==> src/rtl/seq_shift_mul_unit.sv <==
// seq_shift_mul_unit
// Multi-cycle execute unit placed after reg_file. It runs one shift step or
// one shift-add multiply step per cycle. On completion it drives a single
// writeback pulse (reg_write/write_data) back into reg_file.
//
// Ports:
//   clk         system clock, rising-edge
//   rst         synchronous active-high reset
//   start       request, sampled only while idle
//   op          000 SLL, 001 SRL, 010 SRA, 011 MUL, 1xx illegal
//   reg_val1    operand A (value to shift / multiplicand)
//   reg_val2    operand B (shift amount in low SHAMT_W bits / multiplier)
//   dest_sel    writeback target: 01 rs, 10 rt, 00 none, 11 invalid
//   busy        high while running and during the completion cycle
//   done        one-cycle completion pulse
//   err         high with done for an illegal op or dest_sel=11
//   result      last completed result, held until the next completion
//   reg_write   latched dest_sel during completion (00 if 11), else 00
//   write_data  result during completion, else 0
module seq_shift_mul_unit #(
  parameter int unsigned DATA_W  = 32,
  parameter int unsigned SHAMT_W = 5
) (
  input  logic              clk,
  input  logic              rst,
  input  logic              start,
  input  logic [2:0]        op,
  input  logic [DATA_W-1:0] reg_val1,
  input  logic [DATA_W-1:0] reg_val2,
  input  logic [1:0]        dest_sel,
  output logic              busy,
  output logic              done,
  output logic              err,
  output logic [DATA_W-1:0] result,
  output logic [1:0]        reg_write,
  output logic [DATA_W-1:0] write_data
);

  // Wide enough to hold DATA_W itself (MUL step count).
  localparam int unsigned CNT_W = $clog2(DATA_W + 1);

  typedef enum logic [1:0] {
    S_IDLE,
    S_RUN,
    S_DONE
  } state_t;

  typedef enum logic [2:0] {
    OP_SLL = 3'b000,
    OP_SRL = 3'b001,
    OP_SRA = 3'b010,
    OP_MUL = 3'b011
  } op_t;

  state_t              state;
  state_t              state_nxt;

  logic [2:0]          op_q;
  logic [1:0]          dest_q;
  logic [DATA_W-1:0]   a_q;
  logic [DATA_W-1:0]   b_q;
  logic [DATA_W-1:0]   acc;
  logic [CNT_W-1:0]    count;
  logic [DATA_W-1:0]   result_q;
  logic                err_q;

  logic [CNT_W-1:0]    cnt_load;
  logic [DATA_W-1:0]   acc_load;
  logic [DATA_W-1:0]   acc_step;
  logic                finish_err;
  logic                accept;
  logic                count_zero;

  assign accept     = (state == S_IDLE) && start;
  assign count_zero = (count == '0);
  assign finish_err = op_q[2] | (dest_q == 2'b11);

  // ---------------------------------------------------------------------
  // State register
  // ---------------------------------------------------------------------
  always_ff @(posedge clk) begin
    if (rst) begin
      state <= S_IDLE;
    end else begin
      state <= state_nxt;
    end
  end

  // ---------------------------------------------------------------------
  // Next-state logic
  // ---------------------------------------------------------------------
  always_comb begin
    state_nxt = state;
    unique case (state)
      S_IDLE: begin
        if (start) begin
          state_nxt = S_RUN;
        end
      end
      S_RUN: begin
        if (count_zero) begin
          state_nxt = S_DONE;
        end
      end
      S_DONE: begin
        state_nxt = S_IDLE;
      end
      default: begin
        state_nxt = S_IDLE;
      end
    endcase
  end

  // ---------------------------------------------------------------------
  // Load values chosen from the incoming op at acceptance
  // ---------------------------------------------------------------------
  always_comb begin
    cnt_load = '0;
    acc_load = '0;
    case (op)
      OP_SLL, OP_SRL, OP_SRA: begin
        cnt_load = CNT_W'(reg_val2[SHAMT_W-1:0]);
        acc_load = reg_val1;
      end
      OP_MUL: begin
        cnt_load = CNT_W'(DATA_W);
        acc_load = '0;
      end
      default: begin
        // Illegal op: finishes immediately with a zero result.
        cnt_load = '0;
        acc_load = '0;
      end
    endcase
  end

  // ---------------------------------------------------------------------
  // One iteration of the latched operation
  // ---------------------------------------------------------------------
  always_comb begin
    acc_step = acc;
    case (op_q)
      OP_SLL: acc_step = {acc[DATA_W-2:0], 1'b0};
      OP_SRL: acc_step = {1'b0, acc[DATA_W-1:1]};
      OP_SRA: acc_step = {acc[DATA_W-1], acc[DATA_W-1:1]};
      OP_MUL: acc_step = b_q[0] ? (acc + a_q) : acc;
      default: acc_step = acc;
    endcase
  end

  // ---------------------------------------------------------------------
  // Datapath registers
  // ---------------------------------------------------------------------
  always_ff @(posedge clk) begin
    if (rst) begin
      op_q     <= '0;
      dest_q   <= '0;
      a_q      <= '0;
      b_q      <= '0;
      acc      <= '0;
      count    <= '0;
      result_q <= '0;
      err_q    <= 1'b0;
    end else begin
      unique case (state)
        S_IDLE: begin
          err_q <= 1'b0;
          if (accept) begin
            op_q   <= op;
            dest_q <= dest_sel;
            a_q    <= reg_val1;
            b_q    <= reg_val2;
            count  <= cnt_load;
            acc    <= acc_load;
          end
        end
        S_RUN: begin
          if (count_zero) begin
            result_q <= acc;
            // err is registered on the way into DONE so it is valid only
            // for that single cycle, then cleared on the DONE edge.
            err_q    <= finish_err;
          end else begin
            acc   <= acc_step;
            count <= count - CNT_W'(1);
            if (op_q == OP_MUL) begin
              a_q <= {a_q[DATA_W-2:0], 1'b0};
              b_q <= {1'b0, b_q[DATA_W-1:1]};
            end
          end
        end
        S_DONE: begin
          err_q <= 1'b0;
        end
        default: begin
          err_q <= 1'b0;
        end
      endcase
    end
  end

  // ---------------------------------------------------------------------
  // Outputs: decodes of registered state only
  // ---------------------------------------------------------------------
  always_comb begin
    busy       = (state != S_IDLE);
    done       = (state == S_DONE);
    err        = err_q;
    result     = result_q;
    reg_write  = 2'b00;
    write_data = '0;
    if (state == S_DONE) begin
      write_data = result_q;
      if (dest_q != 2'b11) begin
        reg_write = dest_q;
      end
    end
  end

endmodule

==> config.mk <==
export PLATFORM = sky130hd
export DESIGN_NAME = seq_shift_mul_unit
export DESIGN_NICKNAME = d
export VERILOG_FILES = /design/src/rtl/seq_shift_mul_unit.sv
export SDC_FILE = /design/constraint.sdc
export NUM_CORES = 1
export LEC_CHECK = 0
export CAP_MARGIN = 20
export CORE_MARGIN = 4
export CORE_UTILIZATION = 55
export CTS_CLUSTER_DIAMETER = 60
export DETAILED_ROUTE_END_ITERATION = 16
export PLACE_DENSITY = 0.82
export SLEW_MARGIN = 20
export SYNTH_ARGS = -nofsm -noshare
export SYNTH_HDL_FRONTEND = slang
export SYNTH_SLANG_ARGS = --single-unit
==> constraint.sdc <==
create_clock -name clk -period 3.48 [get_ports clk]
set_input_delay 0.522 -clock clk [delete_from_list [all_inputs] [get_ports clk]]
set_output_delay 0.522 -clock clk [all_outputs]
set_load 0.03 [all_outputs]
==> run summary <==
Horizontal extent of the die: 133 um. The critical path in this run is classified as reg -> out. For this run, the detailed router's first-pass iteration total came to 6. For this run, design rule violations remaining after detail routing come to 0. The maximum net fanout on the critical path came out at 35. The number of max-slew violations in the final report was 0. For this run the aggregate overflow at the end of global routing stands at 0.

The buffers inserted during post-CTS setup optimization is 0, and the fraction of power consumed by sequential logic is 35.2%. Ranked by total cell area, the synthesized netlist is headed by sky130_fd_sc_hd__dfxtp_1, sky130_fd_sc_hd__nand2_1, sky130_fd_sc_hd__a311oi_1, sky130_fd_sc_hd__a21oi_1, sky130_fd_sc_hd__nor2_1. The number of antenna diodes is 0, and the instance count on the critical path is 4. Among cell families on the critical path, the largest total delay comes from buffers and inverters.

The tools report the global routing usage summed across all routing layers as 29.7%. After synthesis, flip-flops and latches occupy 33.1% of the total area. Once the floorplan was initialized, standard cells occupied 56.4% of the core. Internal power comes to 3740 uW. The flow ran to the end, and the final reports show no timing, DRC or antenna violations.

For this design the total switching power over the nets is 2210 uW. Critical-path cell with the highest stage delay: sky130_fd_sc_hd__clkdlybuf4s50_1. Using the TritonRoute via totals, the vias-per-cell ratio works out to 6.11.

The core region is 15300 um^2. At the pin with the least slew margin, the transition time is 0.958 ns. The category of the worst setup path capture point was an output pin. The run gives 32.7% as the part of the power in the clock network.

The largest single stage delay on the critical path is 0.67 ns. Data arrives at the worst endpoint at 2.28 ns. The number of clock buffers added by TritonCTS is 17. In this run, synthesis inferred 0 flip-flops with an integrated enable. The run gives 0 as the hold violation count in the final report. Per report_power, the combinational group accounts for 32.1% of the total.

Buffers inserted to repair hold after CTS numbered 0. For the worst setup path, the data required time is 2.96 ns. The tools report the total via count after detailed routing as 9060. Wires add up to 26.6 mm. The detail-routed net length per standard cell came out at 18.0 um. Commonest register cell after synthesis: sky130_fd_sc_hd__dfxtp_1.

The tools report the clock skew after layout as 0.0101 ns. The class of the tightest hold or removal check is reg -> reg. The count of nets after finishing was 1363; the total power density per cell area was 556 nW/um^2. The number of buffer and inverter instances along the worst setup path is 2. For this block, the initial DRC count from the detailed router was 794.

The tools report the H-tree depth as 4. TritonCTS built the clock tree. The die covers 17700 um^2. Entering global routing, the biggest net connects 96 pins. The biggest area contributor in the post-synthesis netlist is sky130_fd_sc_hd__dfxtp_1.

The tools report the sum of negative setup slack as 0 ns. The tools report the number of endpoints failing setup at the final stage as 0. For this design the top-level I/O count stands at 141.

Routability-driven placement finished with a final weighted congestion of 1.01. The floorplan step set the die height to 133 um. The tools report the buffer type at the clock tree root as sky130_fd_sc_hd__clkbuf_16. The buffer levels on the longest clock path was 2; the switching share of power was 37.1%. For the post-synthesis instance total, the log shows 1176. The synthesized netlist contains 68 unique library cells.

Post-CTS repair changed the size of 0 cells. In this run the static leakage power is 0.00394 uW. The cell area that synthesis handed to floorplanning was 8600 um^2. Clock latency on the worst-skew pair, taken at its later pin, is 0.43 ns.

For the maximum achievable frequency, the log shows 356 MHz. The signal on the critical path passes through nor2b_1 > buf_4 > and3b_1 > clkdlybuf4s50_1. Of all flip-flops after synthesis, the portion carrying an async set or reset was 0%. The worst setup path is launched from a flip-flop. Relative to the synthesized area, the layout overhead comes to 24.3%. The run gives 8531 as the number of global-route vias before repair. The clock sink count was 142; the number of buffers inserted by port buffering was 140. The placement row count was 45.

The worst pin sits at a relative slew slack of 36.0%. The worst hold path passes through 2 cells. Each instance of the synthesized netlist takes up on average 7.31 um^2. The worst path in the final design needs a cycle of 2.81 ns, including I/O delays and setup. Setup repair after global routing left no endpoint under its margin. The fraction of synthesized cell area taken by the top area cell type was 33.1%; the sum of net half-perimeters after detailed placement was 18.8 mm.

When the netlist entered floorplanning its net count stood at 1281. The design draws 5940 uW. The count of nets left with antenna violations once routing finished came out at 0.

The number of cell instances on the worst register-to-register path was 10; the total of flip-flops plus latches after synthesis was 142. The tools report the total number of yosys warnings as 0. The wire length of the first global-routing pass is 43.4 mm, and the clock-pin slew of the registers on the worst-case setup and hold paths is 0.06 ns.

The final worst-path cycle share works out to 80.6%. The fraction of layout cells with a size suffix above 1 is 5.27%, and the largest vdd supply drop is 404 uV. Max-cap violations in this run came to 0. The number of antenna violations at the first check in global routing came out at 0.
==> Yosys cell counts (7+ instances only) <==
library cell               number
sky130_fd_sc_hd__a211oi_1       9
sky130_fd_sc_hd__a21oi_1       98
sky130_fd_sc_hd__a221oi_1       7
sky130_fd_sc_hd__a22oi_1       14
sky130_fd_sc_hd__a311oi_1      72
sky130_fd_sc_hd__a31oi_1       20
sky130_fd_sc_hd__and2_1        35
sky130_fd_sc_hd__and3_1         9
sky130_fd_sc_hd__buf_2         25
sky130_fd_sc_hd__clkbuf_1      61
sky130_fd_sc_hd__dfxtp_1      142
sky130_fd_sc_hd__ha_1          32
sky130_fd_sc_hd__inv_1         18
sky130_fd_sc_hd__nand2_1      246
sky130_fd_sc_hd__nand3_1       35
sky130_fd_sc_hd__nor2_1       123
sky130_fd_sc_hd__nor3_1        16
sky130_fd_sc_hd__o211ai_1      20
sky130_fd_sc_hd__o21ai_0       50
sky130_fd_sc_hd__o22ai_1        9
sky130_fd_sc_hd__xnor2_1       10
sky130_fd_sc_hd__xor2_1        12
==> state kept, by name (all words and copies together) (netlist names) <==
name and cells:
a_q 32, acc 32, b_q 32, result 32, count 6, op_q 3
dest_q 2, state 2, err 1
==> final cells by class <==
class                   instances  area (um^2)
multi-input cells             923         5350
clock buffers                  19          443
flip-flops and latches        142         2840
well taps                     211          264
repair buffers                156         1540
inverters                      18         67.6
clock inverters                13          178
fillers                      1266         4570
==> stage by stage <==
stage               hold slack (ns)  area [um^2]  util (%)  setup WS (ns)  cells
floorplan                     0.446         8600         -           1.26   1176
detailed placement            0.457        10100      66.0          0.843   1450
finish                        0.462        10700      70.0          0.674   1482
global placement              0.453        10100      66.0          0.856   1450
global route                  0.487        10700      70.0          0.485   1482
CTS                           0.466        10700      70.0          0.659   1482
==> tightest hold or removal path: cells and delay by family (launching register included) <==
| kind | cells | cell delay (ns) |
|---|---|---|
| compound gates | 1 | 0.05 |
| simple gates | 1 | 0.05 |
| flops | 1 | 0.31 |
==> cell usage in the layout, fill, tap and decap left out, types with 4 or more instances in the layout <==
cell,count
sky130_fd_sc_hd__dfxtp_1,142
sky130_fd_sc_hd__xor2_1,12
sky130_fd_sc_hd__o211ai_1,20
sky130_fd_sc_hd__nand2b_1,4
sky130_fd_sc_hd__a21boi_0,5
sky130_fd_sc_hd__buf_4,15
sky130_fd_sc_hd__a31oi_1,20
sky130_fd_sc_hd__mux2i_1,5
sky130_fd_sc_hd__clkbuf_16,17
sky130_fd_sc_hd__inv_1,18
sky130_fd_sc_hd__clkdlybuf4s50_1,139
sky130_fd_sc_hd__nand2_1,246
sky130_fd_sc_hd__a21oi_1,96
sky130_fd_sc_hd__a221oi_1,7
sky130_fd_sc_hd__o21a_1,6
sky130_fd_sc_hd__xnor2_1,10
sky130_fd_sc_hd__a21o_1,6
sky130_fd_sc_hd__o2111ai_1,4
sky130_fd_sc_hd__o22ai_1,9
sky130_fd_sc_hd__o31a_1,4
sky130_fd_sc_hd__nor2b_1,5
sky130_fd_sc_hd__o21ai_0,50
sky130_fd_sc_hd__and2_1,35
sky130_fd_sc_hd__a211oi_1,9
sky130_fd_sc_hd__nor2_1,121
sky130_fd_sc_hd__nand3_1,35
sky130_fd_sc_hd__or3_1,5
sky130_fd_sc_hd__and3_1,9
sky130_fd_sc_hd__a311oi_1,72
sky130_fd_sc_hd__o21ai_1,5
sky130_fd_sc_hd__nand4_1,6
sky130_fd_sc_hd__o221ai_1,5
sky130_fd_sc_hd__nor3_1,16
sky130_fd_sc_hd__a22oi_1,14
sky130_fd_sc_hd__ha_1,32
==> metal layers <==
layer | track usage [%] | up-vias | routed length [um]
met3 | 5.51 | 94 | 1740
met2 | 49.3 | 384 | 12600
met1 | 36.1 | 4166 | 10800
met5 | 0 | - | 0
li1 | - | 4416 | -
met4 | 17.1 | 0 | 1460
==> path summary, 6_finish.rpt <==
check	slack, ns	startpoint	end
hold reg to reg	0.46	result[28]$_SDFFE_PP0P_	result[28]$_SDFFE_PP0P_
setup reg to reg	0.77	acc[0]$_SDFFE_PP0P_	acc[28]$_SDFFE_PP0P_
setup / recovery	0.67	state[1]$_SDFFE_PP0P_	reg_write[0]
hold / removal	0.46	result[28]$_SDFFE_PP0P_	result[28]$_SDFFE_PP0P_
==> power groups by stage <==
stage	Sequential, uW	Combinational, uW	Clock (uW)
2_1_floorplan	2070	1380	0
3_3_place_gp	2110	1860	0
3_5_place_dp	2120	1880	0
4_1_cts	2090	1890	1950
5_1_grt	2120	2120	2030
6_report	2090	1910	1940
==> cells by family (layout without fill, tap and decap cells) <==
family	count (synthesis)	count (layout)	synth area share (%)
XOR/XNOR	22	22	2.24
buffers and inverters	111	206	5.31
multiplexers	6	6	0.713
flip-flops	142	142	33.1
AND/OR/NAND/NOR	500	500	25.2
adder cells (fa/ha/maj)	33	33	4.89
AO/OA/AOI/OAI	362	362	28.6
Power figures use the tool's default switching activity.
